[config.mk]
export PLATFORM = sky130hd
export DESIGN_NAME = ps2_host_tx_flat
export DESIGN_NICKNAME = d
export VERILOG_FILES = /design/src/rtl/ps2_host_tx_if.sv /design/src/rtl/ps2_host_tx.sv /design/src/flat_wrapper.sv
export SDC_FILE = /design/constraint.sdc
export NUM_CORES = 1
export LEC_CHECK = 0
export ABC_AREA = 1
export CAP_MARGIN = 0
export CORE_MARGIN = 8
export CORE_UTILIZATION = 60
export DETAILED_ROUTE_END_ITERATION = 10
export PLACE_DENSITY = 0.8
export SKIP_LAST_GASP = 1
export SLEW_MARGIN = 25
export SYNTH_ARGS = -nofsm -noshare
export SYNTH_HDL_FRONTEND = slang
export SYNTH_SLANG_ARGS = --single-unit
[constraint.sdc]
create_clock -name Clock -period 3.8 [get_ports Clock]
set_input_delay 0.57 -clock Clock [delete_from_list [all_inputs] [get_ports Clock]]
set_output_delay 0.57 -clock Clock [all_outputs]
set_load 0.02 [all_outputs]
[src/rtl/ps2_host_tx_if.sv]
// Bundle of the PS/2 host transmitter's command handshake and line signals.
// The slave modport is the transmitter's view; the master modport is the host-logic/pin side.
interface ps2_host_tx_if;
    logic       iStart;
    logic [7:0] iData;
    logic       iPs2Clk;
    logic       iPs2Data;
    logic       oClkLow;
    logic       oDataLow;
    logic       oBusy;
    logic       oDone;
    logic       oError;

    modport slave (
        input  iStart,
        input  iData,
        input  iPs2Clk,
        input  iPs2Data,
        output oClkLow,
        output oDataLow,
        output oBusy,
        output oDone,
        output oError
    );

    modport master (
        output iStart,
        output iData,
        output iPs2Clk,
        output iPs2Data,
        input  oClkLow,
        input  oDataLow,
        input  oBusy,
        input  oDone,
        input  oError
    );
endinterface

[src/rtl/ps2_host_tx.sv]
// PS/2 host-to-device command transmitter: inhibit, request-to-send, shift out
// 8 data bits + odd parity + stop on device clock falling edges, then check the device ack.
module ps2_host_tx #(
    parameter int INHIBIT_CYCLES = 5000,
    parameter int TIMEOUT_CYCLES = 750000
) (
    input logic          Clock,
    input logic          Reset,
    ps2_host_tx_if.slave bus
);

    localparam int INH_W = $clog2(INHIBIT_CYCLES + 1);
    localparam int TO_W  = $clog2(TIMEOUT_CYCLES + 1);
    localparam logic [INH_W-1:0] INH_LAST = INH_W'(INHIBIT_CYCLES - 1);
    localparam logic [TO_W-1:0]  TO_LIMIT = TO_W'(TIMEOUT_CYCLES);

    localparam logic [2:0] IDLE      = 3'd0;
    localparam logic [2:0] INHIBIT   = 3'd1;
    localparam logic [2:0] RTS       = 3'd2;
    localparam logic [2:0] SHIFT     = 3'd3;
    localparam logic [2:0] ACK       = 3'd4;
    localparam logic [2:0] WAIT_IDLE = 3'd5;
    localparam logic [2:0] DONE      = 3'd6;

    logic             clkMeta_q, clkSync_q, clkPrev_q;
    logic             dataMeta_q, dataSync_q;
    logic             fallEdge;

    logic [2:0]       state_q, state_d;
    logic [7:0]       data_q, data_d;
    logic             parity_q, parity_d;
    logic [3:0]       bitIdx_q, bitIdx_d;
    logic [INH_W-1:0] inhCnt_q, inhCnt_d;
    logic [TO_W-1:0]  toCnt_q, toCnt_d;
    logic             err_q, err_d;
    logic             dataLow_q, dataLow_d;
    logic             timedOut;

    // Idle bus level is high, so the synchronizers reset to 1 to avoid a false edge.
    always_ff @(posedge Clock or posedge Reset) begin
        if (Reset) begin
            clkMeta_q  <= 1'b1;
            clkSync_q  <= 1'b1;
            clkPrev_q  <= 1'b1;
            dataMeta_q <= 1'b1;
            dataSync_q <= 1'b1;
        end else begin
            clkMeta_q  <= bus.iPs2Clk;
            clkSync_q  <= clkMeta_q;
            clkPrev_q  <= clkSync_q;
            dataMeta_q <= bus.iPs2Data;
            dataSync_q <= dataMeta_q;
        end
    end

    assign fallEdge = clkPrev_q & ~clkSync_q;
    assign timedOut = (toCnt_q == TO_LIMIT);

    always_comb begin
        state_d   = state_q;
        data_d    = data_q;
        parity_d  = parity_q;
        bitIdx_d  = bitIdx_q;
        inhCnt_d  = inhCnt_q;
        toCnt_d   = toCnt_q;
        err_d     = err_q;
        dataLow_d = dataLow_q;
        case (state_q)
            IDLE: begin
                if (bus.iStart) begin
                    data_d   = bus.iData;
                    parity_d = ~^bus.iData;
                    bitIdx_d = 4'd0;
                    inhCnt_d = '0;
                    err_d    = 1'b0;
                    state_d  = INHIBIT;
                end
            end
            INHIBIT: begin
                if (inhCnt_q == INH_LAST) begin
                    state_d = RTS;
                end else begin
                    inhCnt_d = inhCnt_q + 1'b1;
                end
            end
            RTS: begin
                toCnt_d   = '0;
                dataLow_d = 1'b1;
                state_d   = SHIFT;
            end
            SHIFT: begin
                // bitIdx_q counts falling edges already taken: 0-7 data, 8 parity, 9 stop.
                if (timedOut) begin
                    err_d     = 1'b1;
                    dataLow_d = 1'b0;
                    state_d   = DONE;
                end else if (fallEdge) begin
                    toCnt_d  = '0;
                    bitIdx_d = bitIdx_q + 4'd1;
                    if (bitIdx_q < 4'd8) begin
                        dataLow_d = ~data_q[bitIdx_q[2:0]];
                    end else if (bitIdx_q == 4'd8) begin
                        dataLow_d = ~parity_q;
                    end else begin
                        dataLow_d = 1'b0;
                        state_d   = ACK;
                    end
                end else begin
                    toCnt_d = toCnt_q + 1'b1;
                end
            end
            ACK: begin
                if (timedOut) begin
                    err_d   = 1'b1;
                    state_d = DONE;
                end else if (fallEdge) begin
                    err_d   = dataSync_q;
                    toCnt_d = '0;
                    state_d = WAIT_IDLE;
                end else begin
                    toCnt_d = toCnt_q + 1'b1;
                end
            end
            WAIT_IDLE: begin
                if (timedOut) begin
                    err_d   = 1'b1;
                    state_d = DONE;
                end else if (clkSync_q && dataSync_q) begin
                    state_d = DONE;
                end else if (fallEdge) begin
                    toCnt_d = '0;
                end else begin
                    toCnt_d = toCnt_q + 1'b1;
                end
            end
            DONE: begin
                state_d = IDLE;
            end
            default: begin
                state_d = IDLE;
            end
        endcase
    end

    always_ff @(posedge Clock or posedge Reset) begin
        if (Reset) begin
            state_q   <= IDLE;
            data_q    <= 8'h00;
            parity_q  <= 1'b0;
            bitIdx_q  <= 4'd0;
            inhCnt_q  <= '0;
            toCnt_q   <= '0;
            err_q     <= 1'b0;
            dataLow_q <= 1'b0;
        end else begin
            state_q   <= state_d;
            data_q    <= data_d;
            parity_q  <= parity_d;
            bitIdx_q  <= bitIdx_d;
            inhCnt_q  <= inhCnt_d;
            toCnt_q   <= toCnt_d;
            err_q     <= err_d;
            dataLow_q <= dataLow_d;
        end
    end

    // Line enables decode straight from state so an async reset releases both pins at once.
    assign bus.oClkLow  = (state_q == INHIBIT) || (state_q == RTS);
    assign bus.oDataLow = (state_q == RTS) || ((state_q == SHIFT) && dataLow_q);
    assign bus.oBusy    = (state_q != IDLE);
    assign bus.oDone    = (state_q == DONE);
    assign bus.oError   = err_q;

endmodule

[src/flat_wrapper.sv]
// flat-port wrapper written by rule: the top's interface ports become plain ports
module ps2_host_tx_flat 
#(
    parameter int INHIBIT_CYCLES = 5000,
    parameter int TIMEOUT_CYCLES = 750000
)
  (Clock, Reset, bus_iStart, bus_iData, bus_iPs2Clk, bus_iPs2Data, bus_oClkLow, bus_oDataLow, bus_oBusy, bus_oDone, bus_oError);
  ps2_host_tx_if bus_i ();
  input logic Clock;
  input logic Reset;
  input wire logic [$bits(bus_i.iStart)-1:0] bus_iStart;
  input wire logic [$bits(bus_i.iData)-1:0] bus_iData;
  input wire logic [$bits(bus_i.iPs2Clk)-1:0] bus_iPs2Clk;
  input wire logic [$bits(bus_i.iPs2Data)-1:0] bus_iPs2Data;
  output wire logic [$bits(bus_i.oClkLow)-1:0] bus_oClkLow;
  output wire logic [$bits(bus_i.oDataLow)-1:0] bus_oDataLow;
  output wire logic [$bits(bus_i.oBusy)-1:0] bus_oBusy;
  output wire logic [$bits(bus_i.oDone)-1:0] bus_oDone;
  output wire logic [$bits(bus_i.oError)-1:0] bus_oError;
  assign bus_i.iStart = bus_iStart;
  assign bus_i.iData = bus_iData;
  assign bus_i.iPs2Clk = bus_iPs2Clk;
  assign bus_i.iPs2Data = bus_iPs2Data;
  assign bus_oClkLow = bus_i.oClkLow;
  assign bus_oDataLow = bus_i.oDataLow;
  assign bus_oBusy = bus_i.oBusy;
  assign bus_oDone = bus_i.oDone;
  assign bus_oError = bus_i.oError;
  ps2_host_tx #(.INHIBIT_CYCLES(INHIBIT_CYCLES), .TIMEOUT_CYCLES(TIMEOUT_CYCLES)) u_core (.Clock(Clock), .Reset(Reset), .bus(bus_i));
endmodule
## After elaboration in Yosys (flattened, before gate mapping)

Index checks and enable logic that the tools add are counted.

- Logic and storage cells: 101
- Bits in registers: 56
- Output and inout port bits: 5
- Bits of input ports: 13

- Order comparisons: 2
- Bitwise gates (word level): 4
- $add $sub $neg: 3
- Reduce and logical (&&, ||, !) cells: 21
- Mux-type cells: 35
- Equal/unequal tests: 23

Operators by type and width:

| kind | number |
|---|---|
| 2-to-1 mux 20 bit | 4 |
| one-hot mux 20 bit (3 select lines) | 1 |
| 2-to-1 mux 3 bit | 10 |
| 2-to-1 mux 13 bit | 2 |
| one-hot mux 13 bit (2 select lines) | 1 |
| adder 20 x 1 -> 20 bit, second input constant | 1 |
| equality test 20 bit, second input constant | 1 |
| one-hot mux 3 bit (6 select lines) | 1 |
| adder 13 x 1 -> 13 bit, second input constant | 1 |
| equality test 13 bit, second input constant | 1 |
| 2-to-1 mux 4 bit | 3 |
| != test 2 bit, second input constant | 6 |
| AND reduction 4 bit | 3 |
| equality test 3 bit, second input constant | 3 |
| 2-to-1 mux 1 bit | 9 |
| != test 3 x 1 -> 1 bit, second input constant | 3 |
| nonzero test 3 bit | 3 |
| one-hot mux 4 bit (2 select lines) | 1 |
| XNOR reduction 8 bit | 1 |
| AND reduction 7 bit | 1 |
| equality test 3 x 2 -> 1 bit, second input constant | 2 |
| != test 2 x 1 -> 1 bit, second input constant | 3 |
| != test 3 x 2 -> 1 bit, second input constant | 2 |
| nonzero test 2 bit | 3 |
| 16 further kinds | 22 |

## Depth between registers and ports, before layout

- Depth after elaboration: 7
- Depth in mapped cells: 11
- Mapped depth without buffers: 11

## Worst setup path after synthesis

OpenSTA, ideal clock, no wires.

- Path kind: flip-flop to flip-flop
- From: register u_core.clkPrev_q
- To: register u_core.bitIdx_q[3]
- Arrival time: 1.466 ns
- Buffers on the path: 0
- Cell stages (with the launch flop): 12
- Period minus slack after synthesis: 1.585 ns
- Setup slack: 2.215 ns
- Setup time: 0.119 ns
- Required time: 3.681 ns
- Path through: dfstp_2 inv_1 nor2_1 inv_1 nand2_1 nand2_1 nor2_1 nand2_1 nand2_1 nand3_1 nand2_1 nor2_1

- Longest elaborated chain between the ends: 3

Ends and longest elaborated chain:

| element | line | text |
|---|---|---|
| start: declaration | ps2_host_tx.sv:25 | `logic clkMeta_q, clkSync_q, clkPrev_q;` |
| start signal: assignment | ps2_host_tx.sv:50 | `clkPrev_q <= clkSync_q;` |
| AND 1 bit | ps2_host_tx.sv:56 | `assign fallEdge = clkPrev_q & ~clkSync_q;` |
| != test 2 x 1 -> 1 bit (no source line) | - |  |
| AND reduction 4 bit (no source line) | - |  |
| end signal: assignment | ps2_host_tx.sv:159 | `bitIdx_q <= bitIdx_d;` |
| end: declaration | ps2_host_tx.sv:32 | `logic [3:0] bitIdx_q, bitIdx_d;` |

Every way passes these cells.
A chain may end at the register's enable or synchronous reset.

## Worst setup path in the final report

- From: register u_core.state_q[1]
- To: output bus_oClkLow

- Longest elaborated chain between the ends: 2
- Elaborated cells between the ends (all ways): 3
- Those cells by class: 2 x eq/ne; 1 x reduce/logical

Ends and longest elaborated chain:

| element | line | text |
|---|---|---|
| start: declaration | ps2_host_tx.sv:29 | `logic [2:0] state_q, state_d;` |
| start signal: assignment | ps2_host_tx.sv:156 | `state_q <= state_d;` |
| equality test 3 x 1 -> 1 bit or equality test 3 x 2 -> 1 bit (tied branches) | ps2_host_tx.sv:168 | `assign bus.oClkLow = (state_q == INHIBIT) \|\| (state_q == RTS);` |
| logical OR 1 bit * | ps2_host_tx.sv:168 |  |
| end: declaration | flat_wrapper.sv:15 | `output wire logic [$bits(bus_i.oClkLow)-1:0] bus_oClkLow;` |

Mark *: on every way between the ends. The rest lies on a longest branch, timed or not.

==> impl.org <==
** STA
- Minimum period implied by the final worst setup slack :: 2468 ps
- Final worst-path cycle share :: 0.6496
- Setup repair after global routing missed its margin :: no
- Highest clock rate :: 405.1 MHz
- Slew headroom :: 0.4317
- Slew Viols, Final :: 0
- Final Hold Fails :: 0
- Setup slack on the critical path of the routed design comes to 1332 ps.
- For the pin with the worst max-slew slack, the measured transition is 851.2 ps.
- Setup-failing EPs final :: 0
- For the final routed database, the setup TNS stands at 0 ps.
- Clock Skews :: 10.99 ps

** Power
- Design internal power :: 1.171 mW
- IR analysis of the VDD net gives a maximum drop of 0.4199 mV.
- Of the total power, registers draw 0.392.
- Of the total power, combinational logic draws 0.451.
- Part of the total power dissipated in the clock network :: 0.157
- Of the total power, the share spent switching nets is 0.4604.
- Ratio of total power to cell area :: 563.7 nW/um^2
- Net load switching power :: 0.9995 mW
- Leakage power :: 1.688 nW

** Worst setup path
- Critical Path Max Stage Delay :: 610 ps
- STA classifies the critical path endpoint as an output port.
- In this run the register-to-register setup slack is 1490 ps.
- Data required, critical path :: 3230 ps
- In this run the critical register-to-register path is launched from u_core.state_q[0]$_DFFE_PP0P_.
- CP max stage cell :: sky130_fd_sc_hd__clkdlybuf4s50_1
- Worst-path fanout max :: 5
- In this design, the critical path's most frequently occurring cell is sky130_fd_sc_hd__nand2_1.
- Worst r2r path cells :: 8
- CP Data Arrival Time :: 1900 ps
- The worst setup path is launched from a flop.
- By startpoint and endpoint, the worst setup path is classified as reg2out.
- Reg-to-Reg End :: u_core.inhCnt_q[5]$_DFFE_PP0P_
- Ordered list of cells on the worst path :: inv_1, nor2_1, nand2_1, nand2_1, clkdlybuf4s50_1

** Cells and area
- The top cell types in the final layout, fill and taps aside, are sky130_fd_sc_hd__nand2_1 (140), sky130_fd_sc_hd__nor2_1 (67), sky130_fd_sc_hd__inv_1 (51), sky130_fd_sc_hd__dfrtp_1 (51), sky130_fd_sc_hd__nand3_1 (37).
- Area growth from synthesis to final layout :: 7.924%
- Leaving out fill and tap cells, the most frequent cell in the layout is sky130_fd_sc_hd__nand2_1.
- The filler cells instantiated in the layout total 508.
- In the final layout, the share of cells above drive strength 1 is 0.07364.
- The final layout contains 532 nets.
- The repair_antennas step left the layout with diodes totalling 0.

** Synthesis
- Async set or reset register ratio after synthesis :: 1.000
- Summing every instance area after synthesis gives 3568 sq um.
- Complex-gate fraction of the synthesized area :: 0.09432
- Share of synthesized cell area in full adder, half adder and majority cells :: 0.01403
- Yosys mapped a number of flops with a built-in enable equal to 0.
- Among all flip-flop cells after synthesis, the most frequent one is sky130_fd_sc_hd__dfrtp_1.
- Yosys Warn Count :: 0
- Post-synthesis mux area share :: 0.01262
- Sequential cell area fraction in the yosys report :: 0.3945
- By area, the combinational part of the netlist is dominated by simple AND/OR/NAND/NOR gates.
- Post-synthesis average cell area :: 7.123 sq um
- The synthesized design contains 56 register bits.
- In this run, distinct cell masters in the synthesized netlist total 35.
- Simple logic cell fraction of the synthesized area :: 0.3587
- Synthesized instance count :: 501
- The number of nets handed over by synthesis was 518.
- Share of the synthesized netlist area taken by xor and xnor gates :: 0.04418

** Worst hold path
- WHS Endpoint :: u_core.clkSync_q$_DFF_PP1_
- Hold-critical path depth :: 0
- Worst min-delay path class :: reg2reg
- Start point of the worst min-delay path :: u_core.clkMeta_q$_DFF_PP1_

** Placement
- DP Wirelength :: 6224 microns
- Weighted congestion at the end of routability-driven global placement :: 0.9240
- Buffers placed on the I/O ports in this run total 17.
- At the placement stage, the worst setup path has a slack of 1364 ps.

** Clock network
- Clock net sink count :: 56
- Clock slew at the register clock pins of the worst setup and hold paths :: 110 ps
- The clock passes through at most 2 buffers.
- The number of setup buffers added after CTS is 0.
- Quantity of hold-fixing buffers added after cts :: 0
- Number of gates resized after CTS :: 0
- Buffer cell driving the clock tree root :: sky130_fd_sc_hd__clkbuf_8
- TritonCTS built the clock tree.
- TritonCTS created 5 clock buffers.
- H-tree level count :: 2
- Worst-Skew Late Latency :: 320 ps

** Global routing
- Entering global routing, the biggest net connects 43 pins.
- The initial antenna violation count was 0.
- The via count of the first global-routing pass is 3150.
- In the global route stage, overall resource usage came out at 0.1983.
- Global-route wire length before repair :: 14100 microns
- After global routing the overflow that remains totals 0.

** Die
- Measured along the x axis, the die boundary spans 93.12 microns.
- From bottom edge to top edge, the die measures 93.12 microns.
- The initial utilization of the core area, before any placement, comes to 0.6099.
- Die ar. :: 8671 sq um
- Count of pins on the block boundary :: 18
- The core region is 5851 sq um.
- # rows :: 28

** Status
- Status :: complete, no violations

** Drt
- The first detailed-routing pass took 5 iterations.
- Per-cell routed wire length :: 14.06 microns
- The first routing iteration left 211 violations.
- DRC violation count after routing :: 0
- After detailed routing, the total wire length is 8307 microns.
- The detailed router placed 3274 vias in this run.
- Antenna Nets Post-Route :: 0
- In the routed layout, each cell is associated on average with a via count of 5.540.

** Flow run
- Max-cap violations in this run came to 0.
-- worst max-delay path by stage --
| stage | to | slack, ps | startpoint |
|---|---|---|---|
| floorplan | u_core.bitIdx_q[0]$_DFFE_PP0P_ | 1870 | Reset |
| global placement | u_core.inhCnt_q[5]$_DFFE_PP0P_ | 1440 | bus_iStart |
| detailed placement | u_core.inhCnt_q[5]$_DFFE_PP0P_ | 1360 | bus_iStart |
| CTS | bus_oClkLow | 1330 | u_core.state_q[1]$_DFFE_PP0P_ |
| global route | bus_oClkLow | 1210 | u_core.state_q[1]$_DFFE_PP0P_ |
| finish | bus_oClkLow | 1330 | u_core.state_q[1]$_DFFE_PP0P_ |
-- kinds of logic after synthesis --
logic type	after synthesis
simple gates	291
buf+inv	67
mux	4
fa+ha+maj	4
compound gates	61
xor+xnor	18
flops	56
-- cell usage after synthesis, types with 3 or more instances --
master	n	area [sq um]
sky130_fd_sc_hd__dfrtp_1	51	1276
sky130_fd_sc_hd__ha_1	4	50.05
sky130_fd_sc_hd__xnor2_1	7	61.31
sky130_fd_sc_hd__o22ai_1	4	25.02
sky130_fd_sc_hd__nand4_1	18	112.6
sky130_fd_sc_hd__inv_2	3	11.26
sky130_fd_sc_hd__mux2_2	4	45.04
sky130_fd_sc_hd__nand3_1	37	185.2
sky130_fd_sc_hd__buf_6	3	33.78
sky130_fd_sc_hd__nand2_2	3	18.77
sky130_fd_sc_hd__nor2_4	3	33.78
sky130_fd_sc_hd__nand2_1	140	525.5
sky130_fd_sc_hd__nor2_1	67	251.5
sky130_fd_sc_hd__nor3_1	14	70.07
sky130_fd_sc_hd__dfstp_2	5	131.4
sky130_fd_sc_hd__a21oi_1	12	60.06
sky130_fd_sc_hd__xor2_1	11	96.34
sky130_fd_sc_hd__buf_2	6	30.03
sky130_fd_sc_hd__inv_1	52	195.2
sky130_fd_sc_hd__o21ai_0	34	170.2
-- critical path, delay by kind of cell, from the launching register on --
kind,cells,cell delay [ps]
AND/OR/NAND/NOR,3,360
flip-flops,1,490
buffers and inverters,2,710
-- flip-flops by register name, indices dropped and copies added, names as in the netlist --
register	count
u_core.dataSync_q	1
u_core.bus.oError	1
u_core.parity_q	1
u_core.dataLow_q	1
u_core.bitIdx_q	4
u_core.data_q	8
u_core.state_q	3
u_core.toCnt_q	20
u_core.dataMeta_q	1
u_core.clkPrev_q	1
u_core.clkMeta_q	1
u_core.clkSync_q	1
u_core.inhCnt_q	13
-- power by group through the flow --
| stage | clock [mW] | combinational, mW | sequential [mW] |
|---|---|---|---|
| 2_1_floorplan | 0 | 0.807 | 0.827 |
| 3_3_place_gp | 0 | 0.945 | 0.853 |
| 3_5_place_dp | 0 | 0.982 | 0.858 |
| 4_1_cts | 0.348 | 0.985 | 0.848 |
| 5_1_grt | 0.372 | 1.11 | 0.868 |
| 6_report | 0.340 | 0.980 | 0.851 |
-- area by class of cell --
class	instances	area (sq um)	share of cell area
Clock buffer	5	68.82	0.01787
Clock inverter	3	21.27	0.005523
Inverter	56	212.7	0.05523
Multi-Input combinational cell	378	1869	0.4854
Sequential cell	56	1408	0.3655
Tap cell	75	93.84	0.02437
Timing Repair Buffer	18	177.7	0.04613
-- metal layers --
layer,GRT usage,share of wire
met1,0.2489,0.45
met2,0.3349,0.49
met3,0.02965,0.040
met4,0.07785,0.018
met5,0,0
-- stage by stage --
stage / total power, mW / util / hold WS [ps] / std cells / area (sq um)
after detailed placement: 1.840 / 0.6429 / 356.0 / 583 / 3761
after global routing: 2.347 / 0.6583 / 373.7 / 591 / 3851
after global placement: 1.798 / 0.6429 / 356.3 / 583 / 3761
after CTS: 2.180 / 0.6583 / 371.9 / 591 / 3851
final: 2.171 / 0.6583 / 370.2 / 591 / 3851
after floorplan: 1.635 / - / 345.2 / 501 / 3568
No activity file was read; power rests on OpenSTA's default activity.
